===== src/rtl/calc_controller.sv =====
// Sequencing controller for a small accumulate datapath: accepts LOAD/ADD/SUB/CLEAR
// requests and issues HOLD/CAPTURE/ADD/SUB commands, repeating ADD/SUB count+1 times.
module calc_controller #(
    parameter int unsigned WIDTH     = 4,
    parameter int unsigned CNT_WIDTH = 3
) (
    input  logic                 clock,
    input  logic                 rst_n,
    input  logic                 req_valid,
    output logic                 req_ready,
    input  logic [1:0]           req_op,
    input  logic [WIDTH-1:0]     req_data,
    input  logic [CNT_WIDTH-1:0] req_count,
    output logic [2:0]           cmd,
    output logic [WIDTH-1:0]     d_out,
    output logic                 busy,
    output logic                 done
);

    typedef enum logic [1:0] {
        S_IDLE = 2'b00,
        S_EXEC = 2'b01,
        S_DONE = 2'b10
    } state_e;

    localparam logic [2:0] CMD_HOLD    = 3'b000;
    localparam logic [2:0] CMD_CAPTURE = 3'b001;
    localparam logic [2:0] CMD_ADD     = 3'b010;
    localparam logic [2:0] CMD_SUB     = 3'b100;

    state_e               state_q, state_d;
    logic [2:0]           op_cmd_q, op_cmd_d;
    logic [CNT_WIDTH-1:0] cnt_q, cnt_d;
    logic [WIDTH-1:0]     data_q, data_d;
    logic [2:0]           cmd_q, cmd_d;
    logic                 ready_q, ready_d;
    logic                 busy_q, busy_d;
    logic                 done_q, done_d;

    always_comb begin
        state_d  = state_q;
        op_cmd_d = op_cmd_q;
        cnt_d    = cnt_q;
        data_d   = data_q;
        case (state_q)
            S_IDLE: begin
                if (req_valid) begin
                    state_d = S_EXEC;
                    data_d  = req_data;
                    cnt_d   = req_count;
                    case (req_op)
                        2'b00:   op_cmd_d = CMD_CAPTURE;
                        2'b01:   op_cmd_d = CMD_ADD;
                        2'b10:   op_cmd_d = CMD_SUB;
                        default: begin
                            op_cmd_d = CMD_CAPTURE;
                            data_d   = '0;
                        end
                    endcase
                end
            end
            S_EXEC: begin
                // CAPTURE is single-shot; repeated ops exit when the counter reads zero
                if (op_cmd_q == CMD_CAPTURE || cnt_q == '0) begin
                    state_d = S_DONE;
                end else begin
                    cnt_d = cnt_q - CNT_WIDTH'(1);
                end
            end
            S_DONE:  state_d = S_IDLE;
            default: state_d = S_IDLE;
        endcase

        // Outputs are registered, so decode them from the state being entered
        ready_d = 1'b0;
        busy_d  = 1'b1;
        done_d  = 1'b0;
        cmd_d   = CMD_HOLD;
        case (state_d)
            S_EXEC:  cmd_d = op_cmd_d;
            S_DONE:  done_d = 1'b1;
            default: begin
                ready_d = 1'b1;
                busy_d  = 1'b0;
            end
        endcase
    end

    always_ff @(posedge clock or negedge rst_n) begin
        if (!rst_n) begin
            state_q  <= S_IDLE;
            op_cmd_q <= CMD_HOLD;
            cnt_q    <= '0;
            data_q   <= '0;
            cmd_q    <= CMD_HOLD;
            ready_q  <= 1'b1;
            busy_q   <= 1'b0;
            done_q   <= 1'b0;
        end else begin
            state_q  <= state_d;
            op_cmd_q <= op_cmd_d;
            cnt_q    <= cnt_d;
            data_q   <= data_d;
            cmd_q    <= cmd_d;
            ready_q  <= ready_d;
            busy_q   <= busy_d;
            done_q   <= done_d;
        end
    end

    assign req_ready = ready_q;
    assign cmd       = cmd_q;
    assign d_out     = data_q;
    assign busy      = busy_q;
    assign done      = done_q;

endmodule

===== config.mk =====
export PLATFORM = sky130hd
export DESIGN_NAME = calc_controller
export DESIGN_NICKNAME = d
export VERILOG_FILES = /design/src/rtl/calc_controller.sv
export SDC_FILE = /design/constraint.sdc
export NUM_CORES = 1
export LEC_CHECK = 0
export CAP_MARGIN = 30
export CORE_MARGIN = 3
export CORE_UTILIZATION = 44
export CTS_CLUSTER_DIAMETER = 150
export DETAILED_ROUTE_END_ITERATION = 16
export PLACE_DENSITY = 0.7
export SYNTH_ARGS = -nofsm -noshare
export SYNTH_HDL_FRONTEND = slang
export SYNTH_SLANG_ARGS = --single-unit

===== constraint.sdc =====
create_clock -name clock -period 3.08 [get_ports clock]
set_clock_uncertainty 0.05 [all_clocks]
set_input_delay 0.616 -clock clock [delete_from_list [all_inputs] [get_ports clock]]
set_output_delay 0.616 -clock clock [all_outputs]
set_load 0.02 [all_outputs]

# --- Yosys cells after proc, flatten, opt, wreduce, memory -nomap -nowiden ---
# Cells that the tools add are included.
# W data, S select, Z words.
totals:
  register_bits: 18
  input_bits: 12
  elab_cells: 40
classes:
  n_addsub: 1
  n_mux: 14
  n_eq_ne: 8
  n_reduce_logical: 9
op_table:
  columns: ["op", "n"]
  rows:
  - ["$mux W3", 5]
  - ["$pmux W3 S2", 2]
  - ["$eq A2 B1 Y1 const B", 3]
  - ["$eq A2 B2 Y1 const B", 2]
  - ["$logic_not A2 Y1", 2]
  - ["$mux W2", 2]
  - ["$mux W4", 1]
  - ["$ne A2 B2 Y1 const B", 2]
  - ["$pmux W2 S2", 1]
  - ["$eq A3 B1 Y1 const B", 1]
  - ["$logic_not A3 Y1", 1]
  - ["$mux W1", 3]
  - ["$reduce_and A3 Y1", 1]
  - ["$reduce_or A3 Y1", 1]
  - ["$sub A3 B1 Y3 const B", 1]
  - ["$reduce_and A2 Y1", 1]
  - ["$reduce_bool A2 Y1", 1]
  - ["$reduce_or A2 Y1", 1]
  - ["$logic_or A1 B1 Y1", 1]

# --- Longest topological paths before layout ---
# Gate-level depths: netlist of run 1.
logic_depth:
  ltp_word: 7
  mapped_depth: 7

# --- Least setup slack after synthesis of run 1 ---
# OpenSTA, ideal clock, no wires.
synth_path:
  path_kind: "input port to flip-flop"
  from: "input req_valid"
  to: "register busy_q, in the netlist busy"
  n_path_buf: 1
  slack_ns: 1.364
  required_time_ns: 2.916
  t_arrival_ns: 1.552
  setup_ns: 0.114
  cell_stages: 5
  path_cell_list: "or3b_1 buf_6 o31a_1 ha_1 inv_1"
synth_via:
  elab_chain_len: 5
synth_rtl:
  columns: ["item", "line", "rtl"]
  rows:
  - ["start, declared", "9", "input logic req_valid,"]
  - ["$mux W2 (*)", "47", "if (req_valid) begin"]
  - ["$pmux W2 S2 (*)", "45", "case (state_q)"]
  - ["$eq A2 B2 Y1 / $eq A2 B1 Y1 (equally long branches)", "79", "case (state_d)"]
  - ["$reduce_or A2 Y1 (no source line) (*)", null, null]
  - ["$mux W1 (*)", "79", null]
  - ["net busy_d", "37", "logic busy_q, busy_d;"]
  - ["end signal, assigned", "106", "busy_q <= busy_d;"]
  - ["end, declared", "37", null]
# Mark *: on every way through the listed nets, which the timed path passes. The rest lies on a longest branch.
# A chain may end at the register's enable or synchronous reset.

# --- Worst setup path in the final report of run 1 ---
layout_path:
  from: "input req_valid"
  to: "register cmd_q[1], in the netlist cmd[1]"
layout_via:
  elab_chain_len: 4
layout_rtl:
  columns: ["item", "line", "rtl"]
  rows:
  - ["$mux W2", "47", null]
  - ["$pmux W2 S2", "45", null]
  - ["net state_d[0]", "31", "state_e state_q, state_d;"]
  - ["$eq A2 B1 Y1", "79", null]
  - ["$mux W3", "79", null]
  - ["net cmd_d[1]", "35", "logic [2:0] cmd_q, cmd_d;"]
  - ["end signal, assigned", "104", "cmd_q <= cmd_d;"]
  - ["end, declared", "35", null]
# The timed path passes the listed nets, and every way through them passes these cells.

==> results of run 1 <==
==> synthesized netlist by cell type <==
cell / instances
nand2b_1: 5
ha_1: 7
nand2_1: 5
mux2_4: 3
or4_1: 1
dfstp_2: 1
and2_4: 1
or3b_1: 1
nor4b_1: 1
buf_6: 1
nor2_1: 4
o21ai_0: 4
a221oi_1: 2
o31a_1: 1
and2_1: 2
or2_2: 1
dfrtp_1: 17
nor3_1: 1
o221ai_1: 1
a21oi_1: 1
inv_1: 8
clkbuf_1: 1
nor3b_1: 1
==> area by class of cell <==
cell class / instances / area, µm²
Timing Repair Buffer: 21 / 210.2
Multi-Input combinational cell: 42 / 322.8
Inverter: 8 / 30.03
Clock buffer: 4 / 36.28
Sequential cell: 18 / 451.7
Fill cell: 128 / 548.0
Tap cell: 24 / 30.03
==> flip-flops by register name (all words and copies together) (netlist names) <==
register and flops:
d_out 4, req_ready 1, done 1, cmd 3, cnt_q 3, op_cmd_q 3
busy 1, state_q 2
==> routing by layer <==
metal  vias to the layer above  track usage (%)  wire length [µm]
li1                        281                -                 -
met1                       242            16.89               660
met2                        16            17.63               581
met3                         2            3.670                73
met4                         0            5.687                 9
met5                         -                0                 0
==> path summary, 6_finish.rpt <==
path / startpoint / end / slack, ps / cells past startpoint
max: req_valid / cmd[1]$_DFF_PN0_ / 930 / 6
min reg2reg: d_out[3]$_DFFE_PN0P_ / d_out[3]$_DFFE_PN0P_ / 440 / 2
max reg2reg: state_q[1]$_DFF_PN0_ / busy$_DFF_PN0_ / 1320 / 4
min in group asynchronous: rst_n / d_out[1]$_DFFE_PN0P_ / 720 / 1
min: d_out[3]$_DFFE_PN0P_ / d_out[3]$_DFFE_PN0P_ / 440 / 2
max in group asynchronous: rst_n / cmd[1]$_DFF_PN0_ / 1780 / 1
==> power groups by stage <==
stage / logic (mW) / clock network, mW / registers, mW
2_1_floorplan: 0.250 / 0 / 0.466
3_3_place_gp: 0.488 / 0 / 0.399
3_5_place_dp: 0.496 / 0 / 0.402
4_1_cts: 0.497 / 0.145 / 0.397
5_1_grt: 0.541 / 0.161 / 0.412
6_report: 0.491 / 0.140 / 0.398
==> through the flow <==
stage / utilization [%] / instances / instance area (µm²) / setup slack [ps]
2_1_floorplan: - / 70 / 819.5 / 1364
3_3_place_gp: 64.13 / 113 / 1045 / 680.5
3_5_place_dp: 64.13 / 113 / 1045 / 639.8
4_1_cts: 66.36 / 117 / 1081 / 951.3
5_1_grt: 66.36 / 117 / 1081 / 849.3
6_report: 66.36 / 117 / 1081 / 932.5
==> cell families (layout without fill, tap and decap cells) <==
logic type	Yosys count	after routing	synth area share, %
AND/OR/NAND/NOR	23	23	15.88
buffers and inverters	10	33	5.496
multiplexers	3	3	5.496
AO/OA/AOI/OAI	9	9	7.329
adder cells (fa/ha/maj)	7	7	10.69
flip-flops	18	18	55.12
==> worst max-delay path: cells and delay by family <==
family          cells  cell delay, ps
buf+inv             2             500
compound gates      1             300
simple gates        2             640
fa+ha+maj           1             220
==> out/metrics.yaml, run 1 <==
grt:
  track_usage_pct: 12.31
  grt_pass1_wl_mm: 2.318
  antenna_found_initial: 0
  grt_pass1_vias: 540
  grt-ovfl-total: 0
  grt_max_degree: 19
pwr:
  combPwrFrac_pct: 47.7
  seqPwrFrac_pct: 38.6
  p_leak_nw: 0.5210
  power_mw: 1.029
  swShare_pct: 35.65
  power_density_mw_per_mm2: 951.9
  p_sw_uw: 366.9
  vdd_ir_drop_max_mv: 0.6173
  internal-power_uw: 662.1
  clkPwrFrac_pct: 13.6
logic_synthesis:
  synth_top_area_cell: "dfrtp_1"
  ys_types: 23
  netlist_top_cells_area: "dfrtp_1, ha_1, mux2_4, nand2b_1, inv_1"
  netlist_area_um2: 819.5
  ys_ff_latch: 18
  yosys.area.top_type_share_pct: 51.91
  syn-instance-count: 70
  yosysWarnings: 0
  synthesis.nets: 89
  ys_seq_area_share_pct: 55.11
  syn_avg_cell_area_um2: 11.71
layout:
  final_common_cell: "clkdlybuf4s50_1"
  nets: 113
  layout_common_cells: "clkdlybuf4s50_1, dfrtp_1, inv_1, ha_1"
  area_growth_pct: 31.91
  drive_gt1_share_pct: 10.75
  insertedDiodeCount: 0
worst_setup_path:
  worstPathCellList: "clkdlybuf4s50_1 -> or3b_1 -> o31a_1 -> inv_1 -> ha_1 -> and2_1"
  path_class: "input pin to flip-flop"
  cp_slowest_stage_delay_ps: 500
  crit_slowest_cell: "or3b_1"
  crit_arrival_ps: 2280
  path_max_fanout: 15
  worstSetupEndpointType: "flip-flop"
  start_kind: "input pin"
  required_ps: 3210
outcome:
  status: "complete, no violations"
placement:
  dp_hpwl_mm: 1.037
  gp_routability_congestion: 0.7573
  io_buffer_count: 21
clocking:
  cts_hold_buf: 0
  cts_made_buffers: 3
  ctsResizeCount: 0
  htreeDepth: 1
  clk_pin_slew_ps: 100
  clock_path_buffers: 2
  clock-root-buffer: "clkbuf_4"
  cts_tree: "built"
  clock_latency_ps: 280
  cts_setup_buffers: 0
  clock-sinks: 18
timing:
  fmax_ghz: 0.4657
  grt_setup_unrepaired: "false"
  slew-limit-headroom_pct: 48.87
  tightest_slew_ps: 764.6
  holdWs_ps: 439.1
  period_share_pct: 69.72
  slew_violations: 0
  setup_viol_count_final: 0
  min_period_ps: 2147
  hold_violations: 0
  tns_ps: 0
die:
  die_area_mm2: 0.002416
  coreArea_mm2: 0.001629
  die_h_um: 49.16
  io_pins: 22
  fp.dieW_um: 49.16
  rows: 14
  start_util_pct: 50.31
detailed_routing:
  initialDrtViolationCount: 7
  ant_nets: 0
  viasPerCell: 4.624
  drt_first_pass_iters: 2
  dr_total_vias: 541
  routed_wl_mm: 1.324
  drc: 0
  post_drt_wl_per_cell_um: 11.32
flow_run:
  cap_violations: 0
min_path:
  min_path_type: "flip-flop to flip-flop"
Power figures use the tool's default switching activity.
==> run 2: changes to the inputs <==
- CORE_UTILIZATION: 44 -> 41
- PLACE_DENSITY: 0.7 -> 0.68
- clock period: 3.08 -> 1.72 ns (I/O delays scaled with it)
==> run 2 against run 1 <==
Net effect: setup slack got worse by 860 ps; global-route usage rose by 1.3 points; largest cell class unchanged; sequential share of layout area shrank 1.6 points; core utilization shrank 4.0 points; first-iteration DRC count down 29%; worst hold slack worse by 240 ps; critical path depth shrank 5; final area increased by 3.9%.
==> out/metrics.yaml, run 2 (same netlist as run 1, synthesis figures left out) <==
outcome:
  status: "complete, no violations"
die:
  io_pins: 22
  die_h_um: 50.71
  rows: 15
  coreArea_mm2: 0.001802
  start_util_pct: 45.49
  fp.dieW_um: 50.71
  die_area_mm2: 0.002572
detailed_routing:
  post_drt_wl_per_cell_um: 11.23
  drt_first_pass_iters: 2
  ant_nets: 0
  dr_total_vias: 575
  drc: 0
  initialDrtViolationCount: 5
  viasPerCell: 4.637
  routed_wl_mm: 1.393
flow_run:
  cap_violations: 0
worst_setup_path:
  path_buf_inv: 1
  worstSetupEndpointType: "output pin"
  crit_slowest_cell: "clkdlybuf4s50_1"
  path_class: "flip-flop to output pin"
  start_kind: "flip-flop"
  worstPathCellList: "clkdlybuf4s50_1"
  required_ps: 1330
  path_max_fanout: 2
  crit_arrival_ps: 1260
  rrSetupSlack_ps: 100
  cp_slowest_stage_delay_ps: 600
  worst_path_dominant_cell_family: "buffers and inverters"
timing:
  slew_violations: 0
  setup_viol_count_final: 0
  tightest_slew_ps: 366.0
  min_period_ps: 1650
  slew-limit-headroom_pct: 75.41
  grt_setup_unrepaired: "false"
  hold_violations: 0
  fmax_ghz: 0.6060
  period_share_pct: 95.95
layout:
  largest_reg_flops: 4
  fin_area_mm2: 0.001124
  n_fill_cell: 154
  layout_common_cells: "clkdlybuf4s50_1, dfrtp_1, inv_1, ha_1, buf_4"
  multi_input_area_um2: 327.8
  seqCellArea_um2: 451.7
  area_growth_pct: 37.10
  final_common_cell: "clkdlybuf4s50_1"
  nets: 119
  insertedDiodeCount: 0
  drive_gt1_share_pct: 17.17
grt:
  antenna_found_initial: 0
  grt-ovfl-total: 0
  grt_pass1_wl_mm: 2.601
  track_usage_pct: 13.60
  grt_pass1_vias: 627
  grt_max_degree: 15
placement:
  gp_routability_congestion: 0.7716
  io_buffer_count: 21
  dp_hpwl_mm: 1.109
  place_area_mm2: 0.001091
clocking:
  clock-root-buffer: "clkbuf_4"
  clock-sinks: 18
  cts_setup_buffers: 0
  cts_tree: "built"
  clock_latency_ps: 290
  cts_hold_buf: 0
  clk_pin_slew_ps: 100
  cts_made_buffers: 3
  clock_path_buffers: 2
  htreeDepth: 1
pwr:
  p_leak_nw: 0.5566
  internal-power_mw: 1.202
  clkPwrFrac_pct: 11.3
  combPwrFrac_pct: 51.2
  power_mw: 1.867
  swShare_pct: 35.63
  p_sw_uw: 665.0
  seqPwrFrac_pct: 37.5
  vdd_ir_drop_max_mv: 0.9145
  power_density_mw_per_mm2: 1661
min_path:
  min_path_type: "input pin to asynchronous set/reset pin"
-- run 2: cell count changes in the layout (fill, tap and decap cells not counted), sizes merged --
cell and change:
dlygate4sd2 +1, dlymetal6s2s +1, clkdlybuf4s50 -2, buf +6
-- run 2: per-stage QoR --
step / utilization (%) / setup WS [ps] / hold slack, ps / setup TNS (ps) / cells
after global routing: 62.36 / 5.056 / 208.4 / 0 / 124
after global placement: 60.56 / -269.7 / 418.9 / -2539 / 120
after detailed placement: 60.56 / -289.1 / 426.8 / -2826 / 120
final: 62.36 / 69.72 / 202.7 / 0 / 124
after floorplan: - / 91.76 / -1.591 / 0 / 70
after CTS: 61.94 / 5.085 / 209.2 / 0 / 124
-- run 2: area by class of cell --
class | instances | share of cell area, %
sequential | 18 | 40.20
timing repair buffer | 27 | 22.83
clock buffer | 4 | 2.339
multi-input combinational | 42 | 29.18
tap | 25 | 2.784
inverter | 8 | 2.673
-- run 2: layer usage --
metal	wire, µm	global-route usage [%]	vias up
met5	0	0	-
met4	32	6.726	0
met3	87	3.858	5
met2	630	22.39	17
met1	642	16.10	265
li1	-	-	288
-- run 2: final timing paths --
| check | startpoint | endpoint | depth (start not counted) |
|---|---|---|---|
| worst max-delay path | d_out[2]$_DFFE_PN0P_ | d_out[2] | 1 |
| worst min-delay path | rst_n | d_out[3]$_DFFE_PN0P_ | 1 |
| worst max register to register | cnt_q[0]$_DFFE_PN0P_ | cmd[2]$_DFF_PN0_ | 7 |
| worst min register to register | d_out[2]$_DFFE_PN0P_ | d_out[2]$_DFFE_PN0P_ | 2 |
| max in group asynchronous | rst_n | req_ready$_DFF_PN1_ | 2 |
| min in group clock | d_out[2]$_DFFE_PN0P_ | d_out[2]$_DFFE_PN0P_ | 2 |
-- run 2: repair_timing --
| item | in CTS | in global routing |
|---|---|---|
| gates resized for setup | 1 | 3 |
| pin swaps | 0 | 1 |
| setup endpoints to repair | 1 | 6 |
-- run 2: power by group through the flow --
stage	Clock, mW	Sequential, mW	Combinational (mW)
2_1_floorplan	0	0.835	0.448
3_3_place_gp	0	0.701	0.939
3_5_place_dp	0	0.706	0.965
4_1_cts	0.216	0.700	0.962
5_1_grt	0.238	0.723	1.07
6_report	0.212	0.699	0.956
==> run 3: changes to the inputs <==
- GPL_ROUTABILITY_DRIVEN: default -> 0
==> results of run 3 <==
Final layout, timing and power as in run 2 (identical DEF).
